[src/rtl/mm_link_ctrl.sv]
// mm_link_ctrl: UART-side framing, operand load and result streaming
// for the matrix-multiply accelerator.
module mm_link_ctrl #(
  parameter int         MAX_N    = 8,
  parameter int         RES_W    = 24,
  parameter logic [7:0] SYNC     = 8'hA5,
  parameter logic [7:0] ERR_CODE = 8'hEE,
  parameter int         TIMEOUT  = 100000,
  parameter int         AW       = $clog2(MAX_N*MAX_N)
) (
  input  logic             clk,
  input  logic             rst,
  input  logic             rx_valid,
  input  logic [7:0]       rx_data,
  output logic             wr_en,
  output logic             wr_sel,
  output logic [AW-1:0]    wr_addr,
  output logic [7:0]       wr_data,
  output logic             mult_start,
  input  logic             mult_done,
  output logic [AW-1:0]    rd_addr,
  input  logic [RES_W-1:0] rd_data,
  output logic             tx_valid,
  output logic [7:0]       tx_data,
  input  logic             tx_ready,
  output logic [2:0]       state,
  output logic [3:0]       matrix_size,
  output logic             done,
  output logic             err
);

  localparam int BYTES = RES_W / 8;
  localparam int BW    = $clog2(BYTES) + 1;
  localparam int TW    = $clog2(TIMEOUT + 1);
  localparam int IW    = AW + 1;

  typedef enum logic [2:0] {
    IDLE    = 3'd0,
    SIZE    = 3'd1,
    LOAD_A  = 3'd2,
    LOAD_B  = 3'd3,
    COMPUTE = 3'd4,
    SEND    = 3'd5,
    ERR     = 3'd6
  } state_t;

  typedef enum logic [1:0] {
    PH_ADDR,
    PH_LATCH,
    PH_TX
  } phase_t;

  state_t           st, nxt;
  phase_t           ph;
  logic [IW-1:0]    idx, limit, sq;
  logic [TW-1:0]    tcnt;
  logic [RES_W-1:0] shreg;
  logic [BW-1:0]    bcnt;
  logic             in_comp;
  logic             loading, tmo, size_ok;
  logic             idx_last, last_byte;

  assign state     = st;
  assign loading   = (st == SIZE) || (st == LOAD_A) || (st == LOAD_B);
  assign tmo       = loading && !rx_valid
                     && (tcnt == TW'(TIMEOUT - 1));
  assign size_ok   = (rx_data != 8'd0) && (rx_data <= 8'(MAX_N));
  assign sq        = IW'(rx_data[3:0]) * IW'(rx_data[3:0]);
  assign idx_last  = (idx == (limit - IW'(1)));
  assign last_byte = (bcnt == BW'(BYTES - 1));

  always_ff @(posedge clk or posedge rst) begin
    if (rst) st <= IDLE;
    else     st <= nxt;
  end

  always_comb begin
    nxt = st;
    case (st)
      IDLE:
        if (rx_valid && rx_data == SYNC) nxt = SIZE;
      SIZE:
        if (rx_valid)  nxt = size_ok ? LOAD_A : ERR;
        else if (tmo)  nxt = ERR;
      LOAD_A:
        if (rx_valid) begin
          if (idx_last) nxt = LOAD_B;
        end else if (tmo) nxt = ERR;
      LOAD_B:
        if (rx_valid) begin
          if (idx_last) nxt = COMPUTE;
        end else if (tmo) nxt = ERR;
      // done is only trusted once mult_start has been issued
      COMPUTE:
        if (in_comp && mult_done) nxt = SEND;
      SEND:
        if (ph == PH_TX && tx_ready && last_byte && idx_last)
          nxt = IDLE;
      ERR:
        if (tx_ready) nxt = IDLE;
      default:
        nxt = IDLE;
    endcase
  end

  always_comb begin
    tx_valid = 1'b0;
    tx_data  = 8'd0;
    rd_addr  = '0;
    if (st == ERR) begin
      tx_valid = 1'b1;
      tx_data  = ERR_CODE;
    end else if (st == SEND) begin
      rd_addr = idx[AW-1:0];
      if (ph == PH_TX) begin
        tx_valid = 1'b1;
        tx_data  = shreg[RES_W-1 -: 8];
      end
    end
  end

  always_ff @(posedge clk or posedge rst) begin
    if (rst) begin
      wr_en       <= 1'b0;
      wr_sel      <= 1'b0;
      wr_addr     <= '0;
      wr_data     <= 8'd0;
      mult_start  <= 1'b0;
      done        <= 1'b0;
      err         <= 1'b0;
      matrix_size <= 4'd0;
      idx         <= '0;
      limit       <= '0;
      tcnt        <= '0;
      shreg       <= '0;
      bcnt        <= '0;
      ph          <= PH_ADDR;
      in_comp     <= 1'b0;
    end else begin
      wr_en      <= 1'b0;
      mult_start <= 1'b0;
      done       <= 1'b0;
      err        <= (nxt == ERR) && (st != ERR);
      in_comp    <= (st == COMPUTE);
      if (!loading || rx_valid) tcnt <= '0;
      else                      tcnt <= tcnt + TW'(1);
      case (st)
        SIZE:
          if (rx_valid && size_ok) begin
            matrix_size <= rx_data[3:0];
            limit       <= sq;
            idx         <= '0;
          end
        LOAD_A, LOAD_B:
          if (rx_valid) begin
            wr_en   <= 1'b1;
            wr_sel  <= (st == LOAD_B);
            wr_addr <= idx[AW-1:0];
            wr_data <= rx_data;
            idx     <= idx_last ? '0 : idx + IW'(1);
          end
        COMPUTE: begin
          if (!in_comp) mult_start <= 1'b1;
          idx  <= '0;
          bcnt <= '0;
          ph   <= PH_ADDR;
        end
        SEND:
          case (ph)
            PH_ADDR:  ph <= PH_LATCH;
            PH_LATCH: begin
              shreg <= rd_data;
              bcnt  <= '0;
              ph    <= PH_TX;
            end
            PH_TX:
              if (tx_ready) begin
                shreg <= shreg << 8;
                if (last_byte) begin
                  bcnt <= '0;
                  ph   <= PH_ADDR;
                  if (idx_last) begin
                    done <= 1'b1;
                    idx  <= '0;
                  end else begin
                    idx <= idx + IW'(1);
                  end
                end else begin
                  bcnt <= bcnt + BW'(1);
                end
              end
            default: ph <= PH_ADDR;
          endcase
        default: ;
      endcase
    end
  end

endmodule
[config.mk]
export PLATFORM = sky130hd
export DESIGN_NAME = mm_link_ctrl
export DESIGN_NICKNAME = d
export VERILOG_FILES = /design/src/rtl/mm_link_ctrl.sv
export SDC_FILE = /design/constraint.sdc
export NUM_CORES = 1
export LEC_CHECK = 0
export CORE_ASPECT_RATIO = 2
export CORE_MARGIN = 2
export CORE_UTILIZATION = 30
export DETAILED_ROUTE_END_ITERATION = 10
export GPL_TIMING_DRIVEN = 1
export HOLD_SLACK_MARGIN = 0.03
export PLACE_DENSITY = 0.62
export SETUP_SLACK_MARGIN = 0.5
export SLEW_MARGIN = 40
export SYNTH_ARGS = -nofsm -noshare
export SYNTH_HDL_FRONTEND = slang
export SYNTH_SLANG_ARGS = --single-unit
[constraint.sdc]
create_clock -name clk -period 8.25 [get_ports clk]
set_input_delay 1.65 -clock clk [delete_from_list [all_inputs] [get_ports clk]]
set_output_delay 1.65 -clock clk [all_outputs]
set_load 0.1 [all_outputs]
==> results of run 1 <==
[path summary, 6_finish.rpt]
kind | from | cells after the start | end
worst max-delay path | state[2] | 5 | tx_data[6]
worst min-delay path | in_comp | 1 | mult_start
worst max register to register | state[2] | 5 | idx[1]
worst min register to register | in_comp | 1 | mult_start
max in group asynchronous | rst | 3 | wr_data[0]
min in group asynchronous | rst | 3 | tcnt[16]
[state kept, by name, summed over array words and instances (netlist names)]
signal and count:
shreg 24, done 1, wr_addr 6, bcnt 3, matrix_size 4, idx 7, wr_data 8, state 3
err 1, ph 2, wr_en 1, in_comp 1, mult_start 1, limit 5, wr_sel 1, tcnt 17
[power breakdown]
part	internal, mW	switching (mW)
combinational	0.175	0.614
sequential	0.520	0.0803
clock	0.242	0.165
total	0.937	0.859
[critical path, stage by stage, from the launching register on]
cell and delay (ps):
sky130_fd_sc_hd__dfrtp_1 580, sky130_fd_sc_hd__and3b_1 500, sky130_fd_sc_hd__and2_1 380, sky130_fd_sc_hd__nand2_1 90, sky130_fd_sc_hd__nand2_1 70, sky130_fd_sc_hd__buf_2 430
[routing by layer]
metal,vias to the layer above,wire (um)
met3,19,464
li1,1730,-
met1,1752,4090
met2,86,6290
met4,0,347
met5,-,0
[final cells by class]
cell class	instances	share of cell area
clock inverters	6	0.0116
repair buffers	81	0.112
flip-flops and latches	85	0.394
inverters	12	0.00857
clock buffers	10	0.0442
well taps	192	0.0445
multi-input cells	336	0.385
[cells in the mapped netlist, types with 2 or more instances]
cell type	n	area (sq um)
sky130_fd_sc_hd__nand2_1	86	323
sky130_fd_sc_hd__dfrtp_1	85	2130
sky130_fd_sc_hd__o21ai_0	38	190
sky130_fd_sc_hd__nor2_1	26	97.6
sky130_fd_sc_hd__mux2i_1	17	170
sky130_fd_sc_hd__clkbuf_1	16	60.1
sky130_fd_sc_hd__nand3_1	13	65.1
sky130_fd_sc_hd__inv_1	12	45.0
sky130_fd_sc_hd__xor2_1	12	105
sky130_fd_sc_hd__nor3_1	11	55.1
sky130_fd_sc_hd__xnor2_1	11	96.3
sky130_fd_sc_hd__nand2b_1	10	62.6
sky130_fd_sc_hd__and2_1	9	56.3
sky130_fd_sc_hd__and3_1	9	56.3
sky130_fd_sc_hd__a21oi_1	8	40.0
sky130_fd_sc_hd__a22o_1	8	70.1
sky130_fd_sc_hd__ha_1	6	75.1
sky130_fd_sc_hd__mux2_2	5	56.3
sky130_fd_sc_hd__nand4_1	5	31.3
sky130_fd_sc_hd__buf_2	4	20.0
sky130_fd_sc_hd__nor2b_1	4	25.0
sky130_fd_sc_hd__o221ai_1	4	35.0
sky130_fd_sc_hd__o31ai_1	4	30.0
sky130_fd_sc_hd__a2111oi_0	3	26.3
sky130_fd_sc_hd__o211ai_1	3	22.5
sky130_fd_sc_hd__o22ai_1	3	18.8
sky130_fd_sc_hd__or2_2	3	18.8
sky130_fd_sc_hd__a21o_1	2	15.0
sky130_fd_sc_hd__a31oi_1	2	12.5
sky130_fd_sc_hd__nor4_1	2	12.5
sky130_fd_sc_hd__o211ai_2	2	25.0
sky130_fd_sc_hd__o21a_1	2	15.0
sky130_fd_sc_hd__or3_1	2	12.5
[kinds of logic (layout without fill, tap and decap cells)]
group,Yosys count,count (layout),share of synthesized area
AOI/OAI and AO/OA,90,90,0.140
xor gates and xnor gates,23,23,0.0464
adders and majority gates,6,6,0.0173
buffers and inverters,34,109,0.0314
DFF,85,85,0.490
muxes,22,22,0.0521
and+or+nand+nor,195,195,0.223
[metrics by stage]
| step | utilization | power (mW) | hold WS (ps) | instances | area (sq um) |
|---|---|---|---|---|---|
| finish | 0.379 | 1.80 | 469 | 722 | 5400 |
| global placement | 0.371 | 1.44 | 457 | 705 | 5290 |
| CTS | 0.378 | 1.82 | 468 | 721 | 5390 |
| detailed placement | 0.356 | 1.40 | 460 | 705 | 5090 |
| global route | 0.379 | 1.90 | 487 | 722 | 5400 |
| floorplan | - | 1.24 | 409 | 455 | 4340 |
==> impl_metrics.env, run 1 <==
export IMPL_layout_common_cells="sky130_fd_sc_hd__nand2_1, sky130_fd_sc_hd__dfrtp_1, sky130_fd_sc_hd__buf_2"
export IMPL_fp_dieArea_sq_mm=0.0155
export IMPL_grt_overflow_total=0
export IMPL_dr_first_iter_drc_count=192
export IMPL_power_static_leakage_nw=2.44
export IMPL_finalWorstPathRequiredPeriod_ps=4050
export IMPL_placement_rows=62
export IMPL_max_cap_violations=0
export IMPL_gp_congestion=0.818
export IMPL_max_vdd_ir_drop_mv=0.131
export IMPL_setup_slack_ps=4200
export IMPL_final_period_utilization=0.491
export IMPL_routed_via_count=3587
export IMPL_cts_buffers_inserted=9
export IMPL_met1_track_demand_over_resource_in_global_routing=0.166
export IMPL_regToRegSetupSlack_ps=5940
export IMPL_setup_tns_ps=0
export IMPL_initial_utilization=0.304
export IMPL_root_buffer="sky130_fd_sc_hd__clkbuf_16"
export IMPL_min_delay_path_class="reg2reg"
export IMPL_top_usage_layer="met2"
export IMPL_postSynthAreaPerCell_sq_um=9.54
export IMPL_post_synth_instance_area_sq_mm=0.00434
export IMPL_synth_async_reset_ratio=1.00
export IMPL_grt_first_pass_wirelength_um=18500
export IMPL_multi_input_area_sq_mm=0.00208
export IMPL_dp_hpwl_um=8570
export IMPL_die_h_um=174
export IMPL_design_core_area_sq_mm=0.0143
export IMPL_drt_drc_violations_left=0
export IMPL_run_status="complete, no violations"
export IMPL_worstSetupEndpointType="output pin"
export IMPL_yosys_warnings=0
export IMPL_critPathArrivalTime_ps=2400
export IMPL_power_per_cell_area_mw_per_mm2=332
export IMPL_finalSetupViolCount=0
export IMPL_largest_net_degree_at_the_start_of_global_routing=86
export IMPL_grt_pass1_vias=3690
export IMPL_grt_met2_usage=0.278
export IMPL_synth_seq_area_share=0.490
export IMPL_tritoncts_num_sinks=85
export IMPL_drt_total_wl_um=11200
export IMPL_cts_root_to_sink_buffers=2
export IMPL_crit_start_category="register"
export IMPL_routedWlPerCell_um=15.5
export IMPL_place_port_buffers=77
export IMPL_clock_edge_transition_at_the_registers_on_the_reported_setup_and_hold_paths_ps=60
export IMPL_hold_viol=0
export IMPL_critical_path_start_end_classification="reg2out"
export IMPL_num_antenna_cells=0
export IMPL_place_ws_ps=3960
export IMPL_yosys_register_bits=85
export IMPL_post_drt_via_cell_ratio=4.97
export IMPL_slew_headroom=0.529
export IMPL_grt_usage=0.154
export IMPL_ys_dominant_reg_cell="sky130_fd_sc_hd__dfrtp_1"
export IMPL_area_sequential_sq_mm=0.00213
export IMPL_final_setup_skew_ps=8.42
export IMPL_number_of_flops_mapped_to_enable_cells_by_yosys=0
export IMPL_layout_area_overhead_vs_synth_pct=24.4
export IMPL_timing_fmax_mhz=247
export IMPL_unrepaired_setup_endpoints_after_global_routing="no"
export IMPL_timing_max_transition_violations_final=0
export IMPL_final_nets=568
export IMPL_die_width_um=89.1
export IMPL_worst_skew_pair_late_latency_ps=340
export IMPL_drt_antenna_violating_nets=0
export IMPL_maximum_fanout_encountered_on_the_critical_timing_path=14
export IMPL_layout_cells_most_common="sky130_fd_sc_hd__nand2_1"
export IMPL_firstDrtPassIters=4
export IMPL_h_tree_depth=3
export IMPL_num_io_pins=78
export IMPL_synth_net_count=498
export IMPL_postCtsResizedCells=0
export IMPL_postSynthCellCount=455
export IMPL_required_ps=6600
export IMPL_antenna_found_initial=0
export IMPL_fillCellCount=1485
export IMPL_worstMarginPinSlew_ps=706
export IMPL_holdBufCountCts=0
export IMPL_final_layout_size_suffix_gt1_frac=0.157
export IMPL_cts_setup_buffers=0
export IMPL_met3_capacity_usage_during_global_routing=0.0375
export IMPL_ys_types=61
export IMPL_cts_tree="yes"
Note: power is estimated with default switching activity, not from simulation.
==> run 2, diff against run 1 <==
--- a/config.mk
+++ b/config.mk
@@ -11,7 +11,7 @@
 export DETAILED_ROUTE_END_ITERATION = 10
 export GPL_TIMING_DRIVEN = 1
 export HOLD_SLACK_MARGIN = 0.03
-export PLACE_DENSITY = 0.62
+export PLACE_DENSITY = 0.63
 export SETUP_SLACK_MARGIN = 0.5
 export SLEW_MARGIN = 40
 export SYNTH_ARGS = -nofsm -noshare
==> constraint.sdc (replaced) <==
create_clock -name clk -period 3.7 [get_ports clk]
set_input_delay 0.74 -clock clk [delete_from_list [all_inputs] [get_ports clk]]
set_output_delay 0.74 -clock clk [all_outputs]
set_load 0.1 [all_outputs]
==> run 2 against run 1 <==
  * Core utilization grew 0.68 points
  * Critical path depth decreased by 1
  * First-iteration DRC count increased by 48%
  * Register-to-register slack worse by 4600 ps
  * Via count down 0.61%
  * Clock skew decreased by 1.4 ps
  * Cell area grew 1.8%
  * Count of clock-buffer cells in the layout is 1 lower
  * Sequential cell count stayed put
  * Clock power is 130% higher
  * Sequential power increased by 120%
  * Setup slack got worse by 3400 ps
  * Critical path type unchanged
==> impl_metrics.env, run 2 (same netlist as run 1, synthesis figures left out) <==
export IMPL_unrepaired_setup_endpoints_after_global_routing="no"
export IMPL_clock_edge_transition_at_the_registers_on_the_reported_setup_and_hold_paths_ps=70
export IMPL_slew_headroom=0.522
export IMPL_min_delay_path_class="reg2reg"
export IMPL_holdBufCountCts=0
export IMPL_gp_congestion=0.865
export IMPL_number_of_flip_flops_under_the_largest_register_name=24
export IMPL_power_per_cell_area_mw_per_mm2=738
export IMPL_final_period_utilization=0.783
export IMPL_critical_path_start_end_classification="reg2out"
export IMPL_hold_viol=0
export IMPL_cts_tree="yes"
export IMPL_antenna_found_initial=1
export IMPL_design_core_area_sq_mm=0.0143
export IMPL_drt_antenna_violating_nets=0
export IMPL_h_tree_depth=3
export IMPL_power_static_leakage_nw=2.46
export IMPL_run_status="complete, no violations"
export IMPL_finish_cell_count_without_fillers=726
export IMPL_place_port_buffers=77
export IMPL_dp_hpwl_um=8260
export IMPL_worst_skew_pair_late_latency_ps=340
export IMPL_grt_overflow_total=0
export IMPL_setup_tns_ps=0
export IMPL_finalSetupViolCount=0
export IMPL_cts_setup_buffers=0
export IMPL_max_vdd_ir_drop_mv=0.338
export IMPL_regMostFlops="shreg"
export IMPL_max_cap_violations=0
export IMPL_largest_registers="shreg x24, tcnt x17, wr_data x8"
export IMPL_grt_usage=0.152
export IMPL_maximum_fanout_encountered_on_the_critical_timing_path=14
export IMPL_drt_total_wl_um=11000
export IMPL_die_h_um=174
export IMPL_timing_max_transition_violations_final=0
export IMPL_drt_drc_violations_left=0
export IMPL_cts_root_to_sink_buffers=2
export IMPL_placement_rows=62
export IMPL_layout_common_cells="sky130_fd_sc_hd__nand2_1, sky130_fd_sc_hd__dfrtp_1, sky130_fd_sc_hd__o21ai_0"
export IMPL_final_layout_size_suffix_gt1_frac=0.171
export IMPL_post_route_cell_area_sq_mm=0.00550
export IMPL_initial_utilization=0.304
export IMPL_layout_cells_most_common="sky130_fd_sc_hd__nand2_1"
export IMPL_placed_cells=709
export IMPL_routedWlPerCell_um=15.2
export IMPL_critPathArrivalTime_ps=2160
export IMPL_worstMarginPinSlew_ps=715
export IMPL_final_setup_skew_ps=7.00
export IMPL_final_nets=571
export IMPL_die_width_um=89.1
export IMPL_tritoncts_num_sinks=85
export IMPL_worstSetupEndpointType="output pin"
export IMPL_largest_net_degree_at_the_start_of_global_routing=49
export IMPL_post_drt_via_cell_ratio=4.91
export IMPL_finalWorstPathRequiredPeriod_ps=2900
export IMPL_layout_area_overhead_vs_synth_pct=26.6
export IMPL_grt_pass1_vias=3652
export IMPL_firstDrtPassIters=4
export IMPL_root_buffer="sky130_fd_sc_hd__clkbuf_16"
export IMPL_timing_fmax_mhz=345
export IMPL_required_ps=2960
export IMPL_grt_first_pass_wirelength_um=18300
export IMPL_placed_cell_area_sq_mm=0.00519
export IMPL_dr_first_iter_drc_count=284
export IMPL_num_io_pins=78
export IMPL_cts_buffers_inserted=9
export IMPL_crit_start_category="register"
export IMPL_fp_dieArea_sq_mm=0.0155
export IMPL_routed_via_count=3565
export IMPL_postCtsResizedCells=0
## run 2: cell types whose count changed in the layout (fill, tap and decap cells not counted), moves of 2 or more
cell / before / now
sky130_fd_sc_hd__buf_4: 2 / 23
sky130_fd_sc_hd__buf_2: 41 / 23
sky130_fd_sc_hd__nor2_1: 26 / 21
sky130_fd_sc_hd__nor2_2: 0 / 5
sky130_fd_sc_hd__inv_6: 0 / 4
sky130_fd_sc_hd__clkinv_2: 4 / 1
sky130_fd_sc_hd__clkbuf_8: 2 / 0
## run 2: cell type report
cell class              count  area (sq um)
fillers                  1490          8770
flip-flops and latches     85          2130
multi-input cells         336          2090
repair buffers             84           683
well taps                 192           240
clock buffers               9           225
clock inverters             7          81.3
inverters                  12          46.3
diodes                      1          2.50
## run 2: layer usage
metal  share of wire  wire [um]  vias to the layer above  track usage
met5               0          0                        -            0
met4           0.032        359                        0       0.0796
met3           0.037        409                       16       0.0223
met2            0.56       6150                       75        0.263
met1            0.37       4130                     1739        0.174
li1                -          -                     1735            -
## run 2: worst paths after layout
check                                  to  cells past startpoint  startpoint  slack (ps)
hold reg to reg                wr_data[4]                      2  wr_data[4]         470
setup reg to reg           matrix_size[2]                      4    state[0]        1330
hold / removal                 wr_data[4]                      2  wr_data[4]         470
setup / recovery               rd_addr[1]                      4    state[2]         800
min in group asynchronous       shreg[21]                      2         rst         810
max in group asynchronous           wr_en                      3         rst        2200
## run 2: critical path, stage by stage (launching register included)
cell and delay [ps]:
sky130_fd_sc_hd__dfrtp_1 670, sky130_fd_sc_hd__nand2b_1 270, sky130_fd_sc_hd__or2_2 460, sky130_fd_sc_hd__nor2_2 120, sky130_fd_sc_hd__buf_4 290
## run 2: power breakdown
group | total, mW | internal [mW] | switching, mW
logic | 1.78 | 0.418 | 1.37
clock network | 0.934 | 0.534 | 0.400
registers | 1.34 | 1.16 | 0.184
total | 4.06 | 2.11 | 1.95
## run 2: stage by stage
step	total power, mW	hold WS (ps)	setup WS [ps]	utilization
global route	4.27	492	672	0.385
finish	4.06	471	803	0.385
global placement	3.20	455	675	0.371
detailed placement	3.15	460	576	0.364
floorplan	2.76	409	281	-
CTS	4.10	475	797	0.385
